==> config.mk <==
export PLATFORM = sky130hd
export DESIGN_NAME = cluster_head_announcer
export DESIGN_NICKNAME = d
export VERILOG_FILES = /design/src/rtl/cluster_head_announcer.sv
export SDC_FILE = /design/constraint.sdc
export NUM_CORES = 1
export LEC_CHECK = 0
export ABC_AREA = 0
export CAP_MARGIN = 20
export CORE_MARGIN = 1
export CORE_UTILIZATION = 46
export CTS_CLUSTER_SIZE = 12
export DETAILED_ROUTE_END_ITERATION = 7
export PLACE_DENSITY = 0.83
export REMOVE_ABC_BUFFERS = 1
export SLEW_MARGIN = 5
export SYNTH_ARGS = -nofsm -noshare
export SYNTH_HDL_FRONTEND = slang
export SYNTH_SLANG_ARGS = --single-unit
==> constraint.sdc <==
create_clock -name clk_i -period 4.5 [get_ports clk_i]
set_clock_uncertainty 0.1 [all_clocks]
set_input_delay 0.675 -clock clk_i [delete_from_list [all_inputs] [get_ports clk_i]]
set_output_delay 0.675 -clock clk_i [all_outputs]
set_load 0.005 [all_outputs]
==> src/rtl/cluster_head_announcer.sv <==
// Cluster-head announce transmitter: serialises 4-word CH announce packets (own or relayed)
// onto a 16-bit valid/ready stream, own announcements taking priority over relays.
module cluster_head_announcer #(
   parameter logic [15:0] MSG_CH_ANNOUNCE = 16'h0003,
   parameter logic [15:0] MAX_HOPS        = 16'd8
) (
   input  logic        clk_i,
   input  logic        rst_i,
   input  logic        en_announce_i,
   input  logic        force_announce_i,
   input  logic [15:0] announce_period_i,
   input  logic [15:0] my_ID_i,
   input  logic [15:0] my_QValue_i,
   input  logic        relay_valid_i,
   output logic        relay_ready_o,
   input  logic [15:0] relay_ID_i,
   input  logic [15:0] relay_QValue_i,
   input  logic [15:0] relay_Hops_i,
   output logic        relay_drop_o,
   output logic        tx_valid_o,
   input  logic        tx_ready_i,
   output logic [15:0] tx_data_o,
   output logic        tx_last_o,
   output logic        busy_o
);

   typedef enum logic [2:0] {IDLE, HDR, W_ID, W_QV, W_HOPS} state_t;

   state_t      state_q, state_d;
   logic [15:0] id_q, id_d, qv_q, qv_d, hops_q, hops_d;
   logic        isRelay_q, isRelay_d;
   logic        ownPending_q, ownPending_d;
   logic        bufFull_q, bufFull_d;
   logic [15:0] bufId_q, bufId_d, bufQv_q, bufQv_d, bufHops_q, bufHops_d;
   logic        drop_q, drop_d;
   logic [15:0] cnt_q, cnt_d;
   logic        enPrev_q;
   logic        enRise, periodOn, expiry, accept, tooFar, startOwn, startRelay;

   assign enRise   = en_announce_i & ~enPrev_q;
   assign periodOn = en_announce_i & (announce_period_i != 16'd0);
   assign expiry   = periodOn & (cnt_q == 16'd0) & ~enRise;
   assign accept   = relay_valid_i & ~bufFull_q;
   assign tooFar   = relay_Hops_i >= MAX_HOPS;

   always_comb begin
      cnt_d = 16'd0;
      if (periodOn) begin
         if (enRise || expiry) cnt_d = announce_period_i - 16'd1;
         else                  cnt_d = cnt_q - 16'd1;
      end
   end

   always_comb begin
      state_d    = state_q;
      startOwn   = 1'b0;
      startRelay = 1'b0;
      unique case (state_q)
         IDLE: begin
            if (ownPending_q) begin
               startOwn = 1'b1;
               state_d  = HDR;
            end else if (bufFull_q) begin
               startRelay = 1'b1;
               state_d    = HDR;
            end
         end
         HDR:     if (tx_ready_i) state_d = W_ID;
         W_ID:    if (tx_ready_i) state_d = W_QV;
         W_QV:    if (tx_ready_i) state_d = W_HOPS;
         W_HOPS:  if (tx_ready_i) state_d = IDLE;
         default: state_d = IDLE;
      endcase
   end

   // A new request arriving on the same cycle an own packet starts stays pending for the next one.
   always_comb begin
      ownPending_d = (ownPending_q & ~startOwn) | force_announce_i | enRise | expiry;
      id_d         = id_q;
      qv_d         = qv_q;
      hops_d       = hops_q;
      isRelay_d    = isRelay_q;
      if (startOwn) begin
         id_d      = my_ID_i;
         qv_d      = my_QValue_i;
         hops_d    = 16'd0;
         isRelay_d = 1'b0;
      end else if (startRelay) begin
         id_d      = bufId_q;
         qv_d      = bufQv_q;
         hops_d    = bufHops_q;
         isRelay_d = 1'b1;
      end
   end

   // Hop count is incremented on intake; the MAX_HOPS gate guarantees it cannot wrap.
   always_comb begin
      bufFull_d = bufFull_q;
      bufId_d   = bufId_q;
      bufQv_d   = bufQv_q;
      bufHops_d = bufHops_q;
      drop_d    = accept & tooFar;
      if (accept && !tooFar) begin
         bufFull_d = 1'b1;
         bufId_d   = relay_ID_i;
         bufQv_d   = relay_QValue_i;
         bufHops_d = relay_Hops_i + 16'd1;
      end
      if (state_q == W_HOPS && tx_ready_i && isRelay_q) bufFull_d = 1'b0;
   end

   always_ff @(posedge clk_i) begin
      if (rst_i) begin
         state_q      <= IDLE;
         id_q         <= 16'd0;
         qv_q         <= 16'd0;
         hops_q       <= 16'd0;
         isRelay_q    <= 1'b0;
         ownPending_q <= 1'b0;
         bufFull_q    <= 1'b0;
         bufId_q      <= 16'd0;
         bufQv_q      <= 16'd0;
         bufHops_q    <= 16'd0;
         drop_q       <= 1'b0;
         cnt_q        <= 16'd0;
         enPrev_q     <= 1'b0;
      end else begin
         state_q      <= state_d;
         id_q         <= id_d;
         qv_q         <= qv_d;
         hops_q       <= hops_d;
         isRelay_q    <= isRelay_d;
         ownPending_q <= ownPending_d;
         bufFull_q    <= bufFull_d;
         bufId_q      <= bufId_d;
         bufQv_q      <= bufQv_d;
         bufHops_q    <= bufHops_d;
         drop_q       <= drop_d;
         cnt_q        <= cnt_d;
         enPrev_q     <= en_announce_i;
      end
   end

   always_comb begin
      tx_data_o = 16'd0;
      unique case (state_q)
         HDR:     tx_data_o = MSG_CH_ANNOUNCE;
         W_ID:    tx_data_o = id_q;
         W_QV:    tx_data_o = qv_q;
         W_HOPS:  tx_data_o = hops_q;
         default: tx_data_o = 16'd0;
      endcase
   end

   assign tx_valid_o    = (state_q != IDLE);
   assign tx_last_o     = (state_q == W_HOPS);
   assign busy_o        = (state_q != IDLE);
   assign relay_ready_o = ~bufFull_q;
   assign relay_drop_o  = drop_q;

endmodule
==> flow_metrics.tcl <==
set metrics [dict create \
    outcome "finished, final reports clean" \
    post-cts-setup-buffer-count 0 \
    cts.sinks 120 \
    clk-insertion-delay-late_ns 0.40 \
    synth_enable_flop_cells 0 \
    grt_max_degree 77 \
    synth_cell_type_count 53 \
    postLayoutSetupSlackWorst_ns 0.251 \
    grt_antenna_before_repair 1 \
    final_hold_viol_count 0 \
    crit_path_start_kind "input port" \
    drt-wirelength-per-cell_um 14.9 \
    cts_root_buffer_type "sky130_fd_sc_hd__clkbuf_16" \
    cpLargestDelayFamily "simple AND/OR/NAND/NOR gates" \
    clock_tree_from_tritoncts "done" \
    leakagePower_nw 2.69 \
    n_antenna_cell 0 \
    die_height_um 111 \
    synth_area_sq_um 5460 \
    max_slew.worst_pin.slew_ns 1.05 \
    boundaryPins 123 \
    wl_um 14100 \
    clkTransAtPathRegs_ns 0.05 \
    grt_overflow_total 0 \
    clock.fmax_ghz 0.235 \
    mean_cell_area_of_the_mapped_netlist_sq_um 8.24 \
    detailroute.via_count 5112 \
    synth_mux_area_frac 0.0963 \
    ff_latch_area_sq_um 2400 \
    final.min_clock_period_ns 4.25 \
    timing.hold.worst.class "reg2reg" \
    synthXorXnorAreaFrac 0.0241 \
    grt_pass1_vias 5077 \
    floorplan.rows 39 \
    dieArea_sq_um 12300 \
    worst-path-max-fanout 4 \
    multi_input_comb_area_sq_um 2870 \
    place.gp.congestion 0.863 \
    core_area_sq_um 11500 \
    total_power_w 0.00297 \
    detailed_route_iter0_violations 278 \
    area.growth.synth_to_final_pct 37.2 \
    grt_pass1_wl_um 23400 \
    whs_ns 0.352 \
    placement.setup.worst_slack_ns -0.167 \
    max-cap-violations 0 \
    numCtsBuffers 17 \
    synth.yosys.seq_area_share 0.440 \
    drt_pass1_iterations 5 \
    power.density_cell_area_nw_per_um2 397 \
    gr-usage-all-layers 0.234 \
    yosysWarningCount 0 \
    synth_top_family_by_area "simple AND/OR/NAND/NOR gates" \
    htree_num_levels 4 \
    netlist_instances 662 \
    fin_util 0.653 \
    post-route-period-util 0.944 \
    share_of_post_route_cells_with_drive_strength_above_1 0.0940 \
    critPathRequiredTime_ns 4.69 \
    unrepaired_setup_endpoints_after_global_routing "false" \
    yosys_register_bits 120 \
    synth_compound_area_frac 0.159 \
    yosys.area_share.adder 0.00688 \
    timing.slew.headroom 0.299 \
    timing_max_transition_violations_final 0 \
    yosys.area_share.simple 0.235 \
    crit_path_max_incr_delay_ns 0.57 \
    post_dp_hpwl_um 10100 \
    viasPerCell 5.43 \
    timing.critical_path.buf_inv 2 \
    start_util 0.476 \
    path_cells "clkdlybuf4s50_1 -> or4_4 -> or4b_4 -> or2_4 -> a21oi_4 -> mux2i_1 -> ha_1 -> nor3b_1 -> buf_4 -> nand4_1 -> or4_2 -> o31ai_1 -> or4_1 -> nand2_1" \
    final_antenna_net_count 0 \
    timing_worst_setup_path_type "in2reg" \
    synthArstFlopShare 0 \
    nNetsFinal 890 \
    cts_hold_buf 0 \
    maximum_clock_path_buffer_count 2 \
    setup.worst_path.end_class "flop" \
    synth_ff_type "sky130_fd_sc_hd__dfxtp_1" \
    fp.dieW_um 111 \
    cpMaxStageDelayCell "sky130_fd_sc_hd__or4_2" \
    critical_path_arrival_ns 4.44 \
    post-route-drc-count 0 \
    post_cts_resize_count 0 \
    filler_cell_count 922 \
    io_buffer_count 122 \
    finalSetupTns_ns 0 \
    worst_ir_drop_vdd_mv 0.286 \
    report.final.setup_viol 0 \
]
-- state kept, by name (all words and copies together) (netlist names) --
name	cells
enPrev_q	1
isRelay_q	1
ownPending_q	1
bufId_q	16
hops_q	16
relay_drop_o	1
id_q	16
bufHops_q	16
cnt_q	16
bufQv_q	16
qv_q	16
state_q	3
bufFull_q	1
-- layer usage --
layer / GRT usage / up-vias / routed length, um
met5: 0 / - / 13
met4: 0.108 / 2 / 347
met3: 0.0590 / 30 / 863
met2: 0.393 / 151 / 6930
met1: 0.280 / 2380 / 5890
li1: - / 2549 / -
-- logic make-up (layout without fill, tap and decap cells) --
group / after synthesis / count (layout)
AND/OR/NAND/NOR: 282 / 282
buffers and inverters: 50 / 186
XOR/XNOR: 15 / 15
AO/OA/AOI/OAI: 140 / 140
flip-flops: 120 / 120
adder cells (fa/ha/maj): 3 / 3
multiplexers: 52 / 52
-- worst paths after layout --
path	slack, ns	start	endpoint	cells past startpoint
worst max register to register	0.58	cnt_q[1]	cnt_q[12]	13
worst max-delay path	0.25	announce_period_i[11]	cnt_q[12]	14
worst min-delay path	0.35	bufQv_q[12]	bufQv_q[12]	2
worst min register to register	0.35	bufQv_q[12]	bufQv_q[12]	2
-- layout by cell type (no fill, tap or decap), drive strengths merged, types with 17 or more instances in the layout --
cell type	synthesis	final
dfxtp	120	120
mux2i	48	48
nor2	66	66
clkdlybuf4s50	0	121
clkbuf	33	21
a21oi	62	62
nand2	138	138
buf	12	28
o21ai	17	17
a211oi	39	39
-- stage by stage --
step                      std cells  cell area, sq um
after floorplan                 617              5260
after global placement          908              6880
after detailed placement        908              6880
after CTS                       940              7470
after global routing            941              7490
final                           941              7490
-- final cells by class --
class                      count  area share
multi-input combinational    492       0.384
tap                          143      0.0239
clock inverter                11      0.0164
inverter                       5     0.00251
timing repair buffer         149       0.191
clock buffer                  21      0.0615
sequential                   120       0.321
-- worst register-to-register path, cell delays in order, from the launching register on --
cell and delay, ns:
sky130_fd_sc_hd__dfxtp_1 0.32, sky130_fd_sc_hd__or4_1 0.67, sky130_fd_sc_hd__nor3_2 0.39, sky130_fd_sc_hd__and3_1 0.43
sky130_fd_sc_hd__a21oi_4 0.12, sky130_fd_sc_hd__mux2i_1 0.19, sky130_fd_sc_hd__ha_1 0.19, sky130_fd_sc_hd__nor3b_1 0.23
sky130_fd_sc_hd__buf_4 0.16, sky130_fd_sc_hd__nand4_1 0.12, sky130_fd_sc_hd__or4_2 0.57, sky130_fd_sc_hd__o31ai_1 0.10
sky130_fd_sc_hd__or4_1 0.15, sky130_fd_sc_hd__nand2_1 0.05
-- cell usage after synthesis (all sizes together), types with 2 or more instances --
master | count | area (sq um)
a211oi | 39 | 293
inv | 5 | 18.8
o31ai | 3 | 22.5
or4 | 7 | 58.8
buf | 12 | 68.8
mux2i | 48 | 480
o21ai | 17 | 85.1
a22oi | 2 | 15.0
dfxtp | 120 | 2400
a21oi | 62 | 322
nor3 | 12 | 70.1
nand2 | 138 | 518
xnor2 | 7 | 61.3
nor2 | 66 | 248
nor4 | 9 | 56.3
and3 | 4 | 26.3
nand4 | 3 | 18.8
mux2 | 4 | 45.0
o22ai | 5 | 31.3
clkbuf | 33 | 124
or2 | 2 | 15.0
nand3 | 4 | 20.0
nor3b | 3 | 22.5
and2 | 16 | 101
nor2b | 7 | 43.8
or3 | 3 | 18.8
nand2b | 5 | 31.3
ha | 3 | 37.5
o31a | 4 | 35.0
xor2 | 8 | 70.1
-- report_power, final --
| group | total [W] | internal (W) | switching, W | leakage (nW) |
|---|---|---|---|---|
| combinational | 0.000495 | 0.000253 | 0.000242 | 1.43 |
| sequential | 0.00116 | 0.00112 | 0.0000401 | 0.976 |
| clock | 0.00132 | 0.000844 | 0.000472 | 0.287 |
| total | 0.00297 | 0.00221 | 0.000754 | 2.69 |
Note: power is estimated with default switching activity, not from simulation.
